File: src/rtl/qsfp_link_sequencer.sv
// Two-channel QSFP link bring-up sequencer: core reset, wait for channel_up, qualify, monitor.
// Optional build macro QSFP_DROP_COUNT_EN enables the per-channel link-drop counters.
module qsfp_link_sequencer #(
    parameter int RESET_CYCLES  = 256,
    parameter int UP_TIMEOUT    = 1000000,
    parameter int STABLE_CYCLES = 1024
) (
    input  logic        clk,
    input  logic        resetn,
    input  logic [1:0]  ch_up,
    input  logic [1:0]  enable,
    input  logic [1:0]  force_reset,
    input  logic [1:0]  clear_stats,
    output logic [1:0]  core_reset,
    output logic [1:0]  link_good,
    output logic [1:0]  timeout_err,
    output logic [15:0] drop_count
);

    localparam logic [2:0] ST_IDLE    = 3'd0;
    localparam logic [2:0] ST_RESET   = 3'd1;
    localparam logic [2:0] ST_WAIT_UP = 3'd2;
    localparam logic [2:0] ST_QUALIFY = 3'd3;
    localparam logic [2:0] ST_UP      = 3'd4;

    // Each timed state lasts exactly N cycles: the counter starts at 0 on entry.
    localparam logic [31:0] RESET_LAST  = 32'(RESET_CYCLES - 1);
    localparam logic [31:0] UP_LAST     = 32'(UP_TIMEOUT - 1);
    localparam logic [31:0] STABLE_LAST = 32'(STABLE_CYCLES - 1);

    logic [1:0] sync1;
    logic [1:0] sync2;

    always_ff @(posedge clk) begin
        if (!resetn) begin
            sync1 <= 2'b00;
            sync2 <= 2'b00;
        end else begin
            sync1 <= ch_up;
            sync2 <= sync1;
        end
    end

    // Per-channel FSM state, grouped for checker binding.
    logic [2:0] ch_state [2];
    logic [5:0] dbg_state;
    assign dbg_state = {ch_state[1], ch_state[0]};

    for (genvar i = 0; i < 2; i++) begin : g_ch
        logic [2:0]  state;
        logic [2:0]  state_nxt;
        logic [31:0] cnt;
        logic        restart;
        logic        to_set;
        logic        drop_evt;
        logic        up;
        logic        core_reset_q;
        logic        link_good_q;
        logic        timeout_q;

        assign up          = sync2[i];
        assign ch_state[i] = state;

        // Priority: enable low, then force_reset (outside IDLE), then link events.
        always_comb begin
            state_nxt = state;
            restart   = 1'b0;
            to_set    = 1'b0;
            drop_evt  = 1'b0;
            if (!enable[i]) begin
                state_nxt = ST_IDLE;
            end else if (force_reset[i] && (state != ST_IDLE)) begin
                state_nxt = ST_RESET;
                restart   = 1'b1;
            end else begin
                case (state)
                    ST_IDLE: state_nxt = ST_RESET;
                    ST_RESET: begin
                        if (cnt == RESET_LAST) state_nxt = ST_WAIT_UP;
                    end
                    ST_WAIT_UP: begin
                        if (up) begin
                            state_nxt = ST_QUALIFY;
                        end else if (cnt == UP_LAST) begin
                            to_set    = 1'b1;
                            state_nxt = ST_RESET;
                        end
                    end
                    ST_QUALIFY: begin
                        if (!up) state_nxt = ST_WAIT_UP;
                        else if (cnt == STABLE_LAST) state_nxt = ST_UP;
                    end
                    ST_UP: begin
                        if (!up) begin
                            drop_evt  = 1'b1;
                            state_nxt = ST_RESET;
                        end
                    end
                    default: state_nxt = ST_IDLE;
                endcase
            end
        end

        always_ff @(posedge clk) begin
            if (!resetn) begin
                state        <= ST_IDLE;
                cnt          <= 32'd0;
                core_reset_q <= 1'b1;
                link_good_q  <= 1'b0;
                timeout_q    <= 1'b0;
            end else begin
                state        <= state_nxt;
                cnt          <= (restart || (state_nxt != state)) ? 32'd0 : cnt + 32'd1;
                core_reset_q <= (state_nxt == ST_IDLE) || (state_nxt == ST_RESET);
                link_good_q  <= (state_nxt == ST_UP);
                if (to_set)              timeout_q <= 1'b1;
                else if (clear_stats[i]) timeout_q <= 1'b0;
            end
        end

        assign core_reset[i]  = core_reset_q;
        assign link_good[i]   = link_good_q;
        assign timeout_err[i] = timeout_q;

`ifdef QSFP_DROP_COUNT_EN
        logic [7:0] drop_q;

        always_ff @(posedge clk) begin
            if (!resetn) begin
                drop_q <= 8'd0;
            end else if (drop_evt) begin
                if (drop_q != 8'hFF) drop_q <= drop_q + 8'd1;
            end else if (clear_stats[i]) begin
                drop_q <= 8'd0;
            end
        end

        assign drop_count[8*i +: 8] = drop_q;
`else
        logic unused_drop_evt;
        assign unused_drop_evt      = drop_evt;
        assign drop_count[8*i +: 8] = 8'd0;
`endif
    end

endmodule

File: config.mk
export PLATFORM = sky130hd
export DESIGN_NAME = qsfp_link_sequencer
export DESIGN_NICKNAME = d
export VERILOG_FILES = /design/src/rtl/qsfp_link_sequencer.sv
export SDC_FILE = /design/constraint.sdc
export NUM_CORES = 1
export LEC_CHECK = 0
export CAP_MARGIN = 20
export CORE_MARGIN = 2
export CORE_UTILIZATION = 59
export DETAILED_ROUTE_END_ITERATION = 6
export PLACE_DENSITY = 0.8
export SLEW_MARGIN = 20
export SYNTH_ARGS = -nofsm -noshare
export SYNTH_HDL_FRONTEND = slang
export SYNTH_SLANG_ARGS = --single-unit
File: constraint.sdc
create_clock -name clk -period 2.5 [get_ports clk]
set_clock_uncertainty 0.1 [all_clocks]
set_input_delay 0.5 -clock clk [delete_from_list [all_inputs] [get_ports clk]]
set_output_delay 0.5 -clock clk [all_outputs]
set_load 0.005 [all_outputs]
## After elaboration in Yosys (flattened, before gate mapping)

Index checks and enable logic that the tools add are counted.

| word-level totals | value |
|---|---|
| bits in registers | 80 |
| input port bits | 10 |
| output and inout port bits | 22 |

| operators by class | value |
|---|---|
| add/subtract/negate cells | 2 |
| eq/ne operators | 20 |
| muxes and demuxes | 36 |
| bitwise operators | 1 |
| reductions and logical operators | 16 |

Operators with widths:

| operator | number |
|---|---|
| 32-bit by 1-bit adder with 32-bit output (second input constant) | 2 |
| 32-bit by 10-bit equality test with 1-bit output (second input constant) | 2 |
| 32-bit by 20-bit equality test with 1-bit output (second input constant) | 2 |
| 32-bit by 8-bit equality test with 1-bit output (second input constant) | 2 |
| 3-bit two-way mux | 16 |
| 3-bit one-hot mux with 5 select lines | 2 |
| 1-bit two-way mux | 18 |
| 3-bit by 1-bit equality test with 1-bit output (second input constant) | 4 |
| 3-bit by 2-bit equality test with 1-bit output (second input constant) | 4 |
| 3-bit equality test (second input constant) | 4 |
| 3-bit zero test | 4 |
| 3-bit != test | 2 |
| 3-bit nonzero test | 2 |
| 1-bit logical OR | 4 |
| 2-bit nonzero test | 2 |
| 2-bit OR reduction | 2 |
| 1-bit logical AND | 2 |
| 1-bit NOT | 1 |

## Depth between registers and ports, before layout

Gate-level depths: netlist of run 1.

| logic depth | value |
|---|---|
| depth after elaboration | 9 |
| mapped depth | 9 |
| mapped depth without buffers | 7 |

## Worst setup path before layout of run 1

OpenSTA, ideal clock, no wires.

| timing path | value |
|---|---|
| path kind | reg-to-reg |
| start point | register g_ch[0].cnt[0] |
| end point | register g_ch[0].cnt[20] |
| setup time | 116 ps |
| data arrival time | 1,988 ps |
| data required time | 2,284 ps |
| path slack | 296 ps |
| stages on the path, launching flop included | 10 |
| path buffers | 2 |
| period minus slack after synthesis | 2,204 ps |
| path through | dfxtp_1 -> ha_1 -> and3_1 -> buf_4 -> nand2_4 -> or3_2 -> o21ai_4 -> a41o_4 -> buf_12 -> nor3_2 |

| between the ends | value |
|---|---|
| cells in the longest elaborated chain, start to end | 9 |
| elaborated cells between the ends (all ways) | 15 |
| those cells by class | 1 x add/sub; 4 x eq/ne; 8 x mux; 2 x reduce/logical |

RTL lines:

| element | line | text |
|---|---|---|
| from (decl) | 52 | `logic [31:0] cnt;` |
| from (signal assigned) | 113 | `cnt <= (restart \|\| (state_nxt != state)) ? 32'd0 : cnt + 32'd1;` |
| 32-bit by 10-bit equality test with 1-bit output or 32-bit by 20-bit equality test with 1-bit output (tied branches) | 91, 84 |  |
| 3-bit two-way mux (on tied branches) | 91, 84 |  |
| 3-bit two-way mux (on tied branches) | 90, 82 |  |
| 3-bit one-hot mux with 5 select lines | 76 | `case (state)` |
| 3-bit two-way mux | 72 | `end else if (force_reset[i] && (state != ST_IDLE)) begin` |
| 3-bit two-way mux | 70 | `if (!enable[i]) begin` |
| 3-bit != test | 113 |  |
| 1-bit logical OR | 113 |  |
| 2-bit OR reduction (no line) | -- |  |

Several ways; a longest one is shown, not always the timed one.
A chain may end at the register's enable or synchronous reset.

## Worst setup path after layout of run 1

| timing path | value |
|---|---|
| start point | register g_ch[0].cnt[1] |
| end point | register g_ch[0].cnt[28] |

Same word-level chain as after synthesis.

==> results.md, run 1 <==
* Worst Tran Pin Value at 565 ps
* GPL Wtd Cong at 0.870
* Crit Path Max Fanout at 8
* Crit Path Class: reg -> reg
* Fraction of layout cells with a size suffix above 1 at 0.252
* Highest routed layer: met4
* First-pass GRT wire length at 16,500 um
* Placed Area at 4920 sq um
* ANT cells at 0
* FF+latch area at 1600 sq um
* Largest net degree at the start of global routing at 33
* Multi-input gate area at 2670 sq um
* Vias in the first global route at 3,504
* Fmax at 407 MHz
* Max cap viols at 0
* Tcrit/Tclk final at 0.983
* FP Rows at 31
* Htree depth at 3
* Initial Util at 0.616
* DR WL met2 at 4700 um
* Clock share of power at 0.398
* Register area share after synthesis at 0.354
* Drt first-iter violations at 254
* Slew Limit Fails at 0
* Metal3 WL at 474 um
* Clk Latency, worst-skew pair at 360 ps
* Longest Clk Path Bufs at 2
* Commonest non-fill, non-tap cell in the layout: dfxtp_1
* Synth top area share at 0.354
* Core area at 7330 sq um
* Tmin final at 2460 ps
* M1 WL at 4750 um
* Yosys top cell by area: dfxtp_1
* Vias per std cell at 6.00
* CP startpoint kind: flip-flop
* # fillers at 513
* Flop-to-flop setup slack at 40 ps
* Die Y at 91.5 um
* Initial antenna violation count at 0
* Cell internal pwr at 0.00187 W
* Worst slew margin at 0.620
* CTS tree: done
* Leakage at 1.84 nW
* Vias at 3,855
* Yosys Warn Count at 0
* Drt pass-1 iters at 5
* Arr. time, crit path at 2610 ps
* Final setup fails at 0
* Crit end category: flip-flop
* Grt total ovfl at 0
* Synth Cell Area at 4520 sq um
* Port Buffers at 15
* Final Hold Viols at 0
* Fin area at 5250 sq um
* Synth Register Bits at 80
* Maximum vdd drop at 0.260 mV
* Drt total wl at 10,100 um
* DRC Markers at 0
* Root Driver: clkbuf_8
* CTS Hold Bufs at 0
* Final HPWL DP at 6300 um
* Pwr Total at 0.00245 W
* Worst hold path type: reg -> reg
* TritonCTS Sinks at 80
* Most frequent cells in the layout: 80 x dfxtp_1, 55 x buf_4, 41 x xor2_1
* WP data required at 2650 ps
* Hold depth at 1
* Ports at 32
* Antenna Violating Nets Remaining at 0
* Combinational cell fraction of total power at 0.073
* Clk slew on worst S/H paths at 80 ps
* Flop pwr share at 0.528
* Syn Area/Cell at 9.30 sq um
* Cts bufs inserted at 9
* Worst reg-to-reg path cell count at 8
* P_sw at 0.000582 W
* Area contributors post-synth: dfxtp_1 35%, xor2_1 7.9%, nor3_2 7.1%
* Status: finished, final reports clean
* Switching Share at 0.238
* GRT Total Usage at 0.239
* Synth unique cells at 63
* PD cells at 466 nW/um^2
* Die Wd at 91.5 um
* WL/cell at 15.8 um
* Layout Area Growth over Synthesis at 16.3%
* Die footprint at 8380 sq um
* Cells after synthesis at 486
* Setup TNS at 0 ps
* Nets at 550
-- logic make-up (layout without fill, tap and decap cells) --
family,Yosys count,count (layout),synth area share
AOI/OAI and AO/OA,35,38,0.0626
other,1,16,0.000830
adders and majority gates,2,2,0.00554
xor gates and xnor gates,60,60,0.116
and+or+nand+nor,250,250,0.366
muxes,1,1,0.00221
DFF,80,80,0.354
buffers and inverters,57,96,0.0922
-- through the flow --
step	hold WS (ps)	std cells	util	worst slack, ps
3_5_place_dp	325	618	0.671	-352
2_1_floorplan	312	501	-	296
6_report	348	642	0.717	43.4
5_1_grt	380	642	0.717	-23.6
4_1_cts	350	635	0.702	41.2
3_3_place_gp	320	617	0.670	-156
-- synthesized netlist by cell type, drive strengths merged --
| cell | instances |
|---|---|
| a2111oi | 1 |
| a211oi | 1 |
| a21boi | 1 |
| a21o | 1 |
| a21oi | 8 |
| a311oi | 2 |
| a31o | 3 |
| a31oi | 3 |
| a32oi | 2 |
| a41o | 1 |
| and2 | 7 |
| and3 | 10 |
| and3b | 1 |
| and4 | 6 |
| buf | 39 |
| clkbuf | 12 |
| conb | 1 |
| dfxtp | 80 |
| ha | 2 |
| inv | 6 |
| mux2i | 1 |
| nand2 | 28 |
| nand3 | 34 |
| nand3b | 4 |
| nand4 | 24 |
| nor2 | 24 |
| nor2b | 8 |
| nor3 | 43 |
| nor3b | 4 |
| nor4 | 45 |
| nor4b | 4 |
| nor4bb | 1 |
| o211ai | 1 |
| o21a | 1 |
| o21ai | 6 |
| o21bai | 1 |
| o311a | 1 |
| o32ai | 1 |
| o41ai | 1 |
| or2 | 1 |
| or3 | 4 |
| or4 | 2 |
| xnor2 | 19 |
| xor2 | 41 |
-- worst max-delay path, stage by stage (launching register included) --
cell and delay, ps:
dfxtp_1 360, ha_1 230, and3_4 230, buf_4 140, nand4_1 200, nor4_4 310
nand3b_1 330, a41o_4 390, nor3_2 60
-- power groups by stage --
| stage | clock network (W) | logic (W) | registers (W) |
|---|---|---|---|
| 3_5_place_dp | 0 | 0.000160 | 0.00132 |
| 5_1_grt | 0.00104 | 0.000194 | 0.00130 |
| 2_1_floorplan | 0 | 0.000135 | 0.00132 |
| 4_1_cts | 0.000986 | 0.000166 | 0.00129 |
| 3_3_place_gp | 0 | 0.000152 | 0.00132 |
| 6_report | 0.000976 | 0.000180 | 0.00129 |
-- final timing paths --
check	start	end
max	g_ch[0].cnt[1]	g_ch[0].cnt[28]
max reg2reg	g_ch[0].cnt[1]	g_ch[0].cnt[28]
min reg2reg	sync1[0]	sync2[0]
min	sync1[0]	sync2[0]
-- state kept, by name, indices dropped and copies added (netlist names) --
name and flops:
g_ch.cnt 64, g_ch.state 6, g_ch.core_reset_q 2, g_ch.link_good_q 2, g_ch.timeout_q 2, sync1 2, sync2 2
-- metal layers --
metal | vias to the layer above | global-route usage
met4 | 0 | 0.0833
met2 | 118 | 0.379
met1 | 1857 | 0.319
li1 | 1850 | -
met3 | 30 | 0.0556
met5 | - | 0
-- area by class of cell --
| type | count | area share |
|---|---|---|
| Timing Repair Buffer | 74 | 0.121 |
| Clock inverter | 3 | 0.00762 |
| Clock buffer | 13 | 0.0302 |
| Inverter | 6 | 0.00429 |
| Sequential cell | 80 | 0.305 |
| Multi-Input combinational cell | 367 | 0.509 |
| Tap cell | 99 | 0.0236 |
-- what timing repair did --
item                                    in CTS  in global routing
setup buffers                                0                  5
gates cloned                                 1                  2
pin swaps                                    1                  5
endpoints found under the setup margin      61                 63
resized for setup                            3                  5
Power figures use the tool's default switching activity.
==> inputs of run 2 (changes only) <==
==> constraint.sdc (replaced) <==
create_clock -name clk -period 2.6 [get_ports clk]
set_clock_uncertainty 0.1 [all_clocks]
set_input_delay 0.52 -clock clk [delete_from_list [all_inputs] [get_ports clk]]
set_output_delay 0.52 -clock clk [all_outputs]
set_load 0.005 [all_outputs]
==> run 2 against run 1 <==
  * Utilization shrank 1.2 points
  * Critical path type unchanged
  * Combinational power is 8% lower
  * Sequential power shrank 4%
  * Register-to-register slack better by 90 ps
  * Setup slack improved by 87 ps
  * Routed wire length down 1.9%
  * Critical endpoint is now g_ch[1].cnt[1]
  * First-iteration DRC count grew 31%
  * Die area did not move
  * Final area shrank 1.6%
==> results.md, run 2 (synthesis gave the netlist of run 1 again) <==
* Status: finished, final reports clean (unchanged)
* ANT cells at 0 (unchanged)
* Worst hold path type: reg -> reg (unchanged)
* CP most frequent cell: nor4b_1
* Fin area at 5170 sq um (was 5250 sq um)
* Grt total ovfl at 0 (unchanged)
* Vias at 3,779 (was 3,855)
* Leakage at 1.80 nW (was 1.84 nW)
* Slowest stage cell, crit path: nor4b_1 (was a41o_4)
* Die Y at 91.5 um (unchanged)
* CTS Hold Bufs at 0 (unchanged)
* Cts bufs inserted at 9 (unchanged)
* Tmin final at 2470 ps (was 2460 ps)
* Flop pwr share at 0.528 (about the same)
* First-pass GRT wire length at 16,300 um (was 16,500 um)
* Combinational cell fraction of total power at 0.070 (was 0.073)
* Drt first-iter violations at 332 (was 254)
* CP startpoint kind: flip-flop (unchanged)
* Most frequent cells in the layout: 80 x dfxtp_1, 48 x buf_4, 41 x xor2_1 (was 80 x dfxtp_1, 55 x buf_4, 41 x xor2_1)
* Port Buffers at 15 (unchanged)
* Largest net degree at the start of global routing at 33 (unchanged)
* Pre-CTS setup slack at -112 ps (was -352 ps)
* Root Driver: clkbuf_8 (unchanged)
* DRC Markers at 0 (unchanged)
* Drt pass-1 iters at 7 (was 5)
* Number of flip-flops in the largest register at 64 (unchanged)
* Tcrit/Tclk final at 0.950 (was 0.983)
* Final setup fails at 0 (unchanged)
* Longest Clk Path Bufs at 2 (unchanged)
* Clock share of power at 0.402 (was 0.398)
* TritonCTS Sinks at 80 (unchanged)
* Min-delay src: sync1[0] (unchanged)
* Vias per std cell at 5.96 (was 6.00)
* Ports at 32 (unchanged)
* Slew Limit Fails at 0 (unchanged)
* Pwr Total at 0.00236 W (was 0.00245 W)
* Hold slack at 344 ps (was 348 ps)
* Crit Path Max Fanout at 16 (was 8)
* WP data required at 2720 ps (was 2650 ps)
* Placed Area at 4890 sq um (was 4920 sq um)
* Nets at 542 (was 550)
* Max stage delay on crit path at 600 ps (was 390 ps)
* Clk slew on worst S/H paths at 90 ps (was 80 ps)
* Maximum vdd drop at 0.384 mV (was 0.260 mV)
* Initial Util at 0.616 (unchanged)
* Fmax at 405 MHz (was 407 MHz)
* Final WS setup at 130 ps (was 43.4 ps)
* Final Hold Viols at 0 (unchanged)
* Worst Setup SP: g_ch[1].cnt[13] (was g_ch[0].cnt[1])
* Die Wd at 91.5 um (unchanged)
* Fin cells at 634 (was 642)
* CTS tree: done (unchanged)
* Htree depth at 3 (unchanged)
* GPL Wtd Cong at 0.855 (was 0.870)
* Core area at 7330 sq um (unchanged)
* Layout Area Growth over Synthesis at 14.4% (was 16.3%)
* Crit Path Class: reg -> reg (unchanged)
* Biggest register: g_ch.cnt (unchanged)
* WL/cell at 15.7 um (was 15.8 um)
* Placed cell count at 614 (was 618)
* Arr. time, crit path at 2590 ps (was 2610 ps)
* Die footprint at 8380 sq um (unchanged)
* GRT Total Usage at 0.235 (was 0.239)
* Fraction of layout cells with a size suffix above 1 at 0.245 (was 0.252)
* Max cap viols at 0 (unchanged)
* Crit end category: flip-flop (unchanged)
* Clk Latency, worst-skew pair at 350 ps (was 360 ps)
* Flop-to-flop setup slack at 130 ps (was 40 ps)
* Top flop regs: g_ch.cnt (64), g_ch.state (6) (unchanged)
* Worst Tran Pin Value at 582 ps (was 565 ps)
* Commonest non-fill, non-tap cell in the layout: dfxtp_1 (unchanged)
* P_sw at 0.000588 W (was 0.000582 W)
* Antenna Violating Nets Remaining at 0 (unchanged)
* Ordered list of cells on the worst path: nor4_1 -> nand3_1 -> nor4b_1 -> a311oi_2 -> nor2b_4 -> nor4b_1 (was ha_1 -> and3_4 -> buf_4 -> nand4_1 -> nor4_4 -> nand3b_1 -> a41o_4 -> nor3_2)
* RR Startpoint: g_ch[1].cnt[13] (was g_ch[0].cnt[1])
* Final HPWL DP at 6370 um (was 6300 um)
* PD cells at 457 nW/um^2 (was 466 nW/um^2)
* Vias in the first global route at 3,499 (was 3,504)
* Initial antenna violation count at 0 (unchanged)
* Worst slew margin at 0.606 (was 0.620)
* Drt total wl at 9950 um (was 10,100 um)
* FP Rows at 31 (unchanged)
* Cell internal pwr at 0.00177 W (was 0.00187 W)
* Switching Share at 0.249 (was 0.238)
## run 2: changes by cell type in the layout (fill, tap and decap cells not counted), moves of 2 or more
| cell | delta |
|---|---|
| clkinv_4 | +3 |
| nor2b_4 | +2 |
| a41o_4 | -2 |
| clkbuf_1 | -2 |
| buf_4 | -7 |
## run 2: layout make-up
class,count,area [sq um]
multi-input cells,366,2630
fillers,547,2160
flip-flops and latches,80,1600
repair buffers,67,586
clock buffers,10,138
well taps,99,124
clock inverters,6,68.8
inverters,6,22.5
## run 2: layer usage
| metal | global-route usage | share of wire |
|---|---|---|
| met1 | 0.322 | 0.46 |
| met4 | 0.0770 | 0.014 |
| met2 | 0.378 | 0.47 |
| met3 | 0.0382 | 0.054 |
| met5 | 0 | 0 |
## run 2: power by group through the flow
| stage | registers [W] | clock network [W] | logic [W] |
|---|---|---|---|
| floorplan | 0.00127 | 0 | 0.000130 |
| global placement | 0.00127 | 0 | 0.000141 |
| detailed placement | 0.00127 | 0 | 0.000149 |
| CTS | 0.00124 | 0.000962 | 0.000150 |
| global route | 0.00125 | 0.00101 | 0.000181 |
| finish | 0.00124 | 0.000949 | 0.000166 |
## run 2: what timing repair did
item / 4_1_cts / 5_1_grt
pin swaps: 0 / 2
setup buffers: 0 / 2
cloned: 0 / 2
resized for setup: 2 / 3
setup endpoints to repair: 15 / 64
## run 2: worst paths after layout
path,endpoint,depth (start not counted)
setup / recovery,g_ch[1].cnt[1],6
hold / removal,sync2[0],1
setup reg to reg,g_ch[1].cnt[1],6
hold reg to reg,sync2[0],1
## run 2: worst max-delay path, delay by kind of cell, from the launching register on
kind | cells | cell delay [ps]
AOI/OAI and AO/OA | 1 | 160
DFF | 1 | 330
and+or+nand+nor | 5 | 1740
## run 2: stage by stage
step,TNS [ps],utilization
after global routing,-507,0.705
after CTS,0,0.696
final,0,0.705
after floorplan,0,-
after detailed placement,-420,0.667
after global placement,-3070,0.664
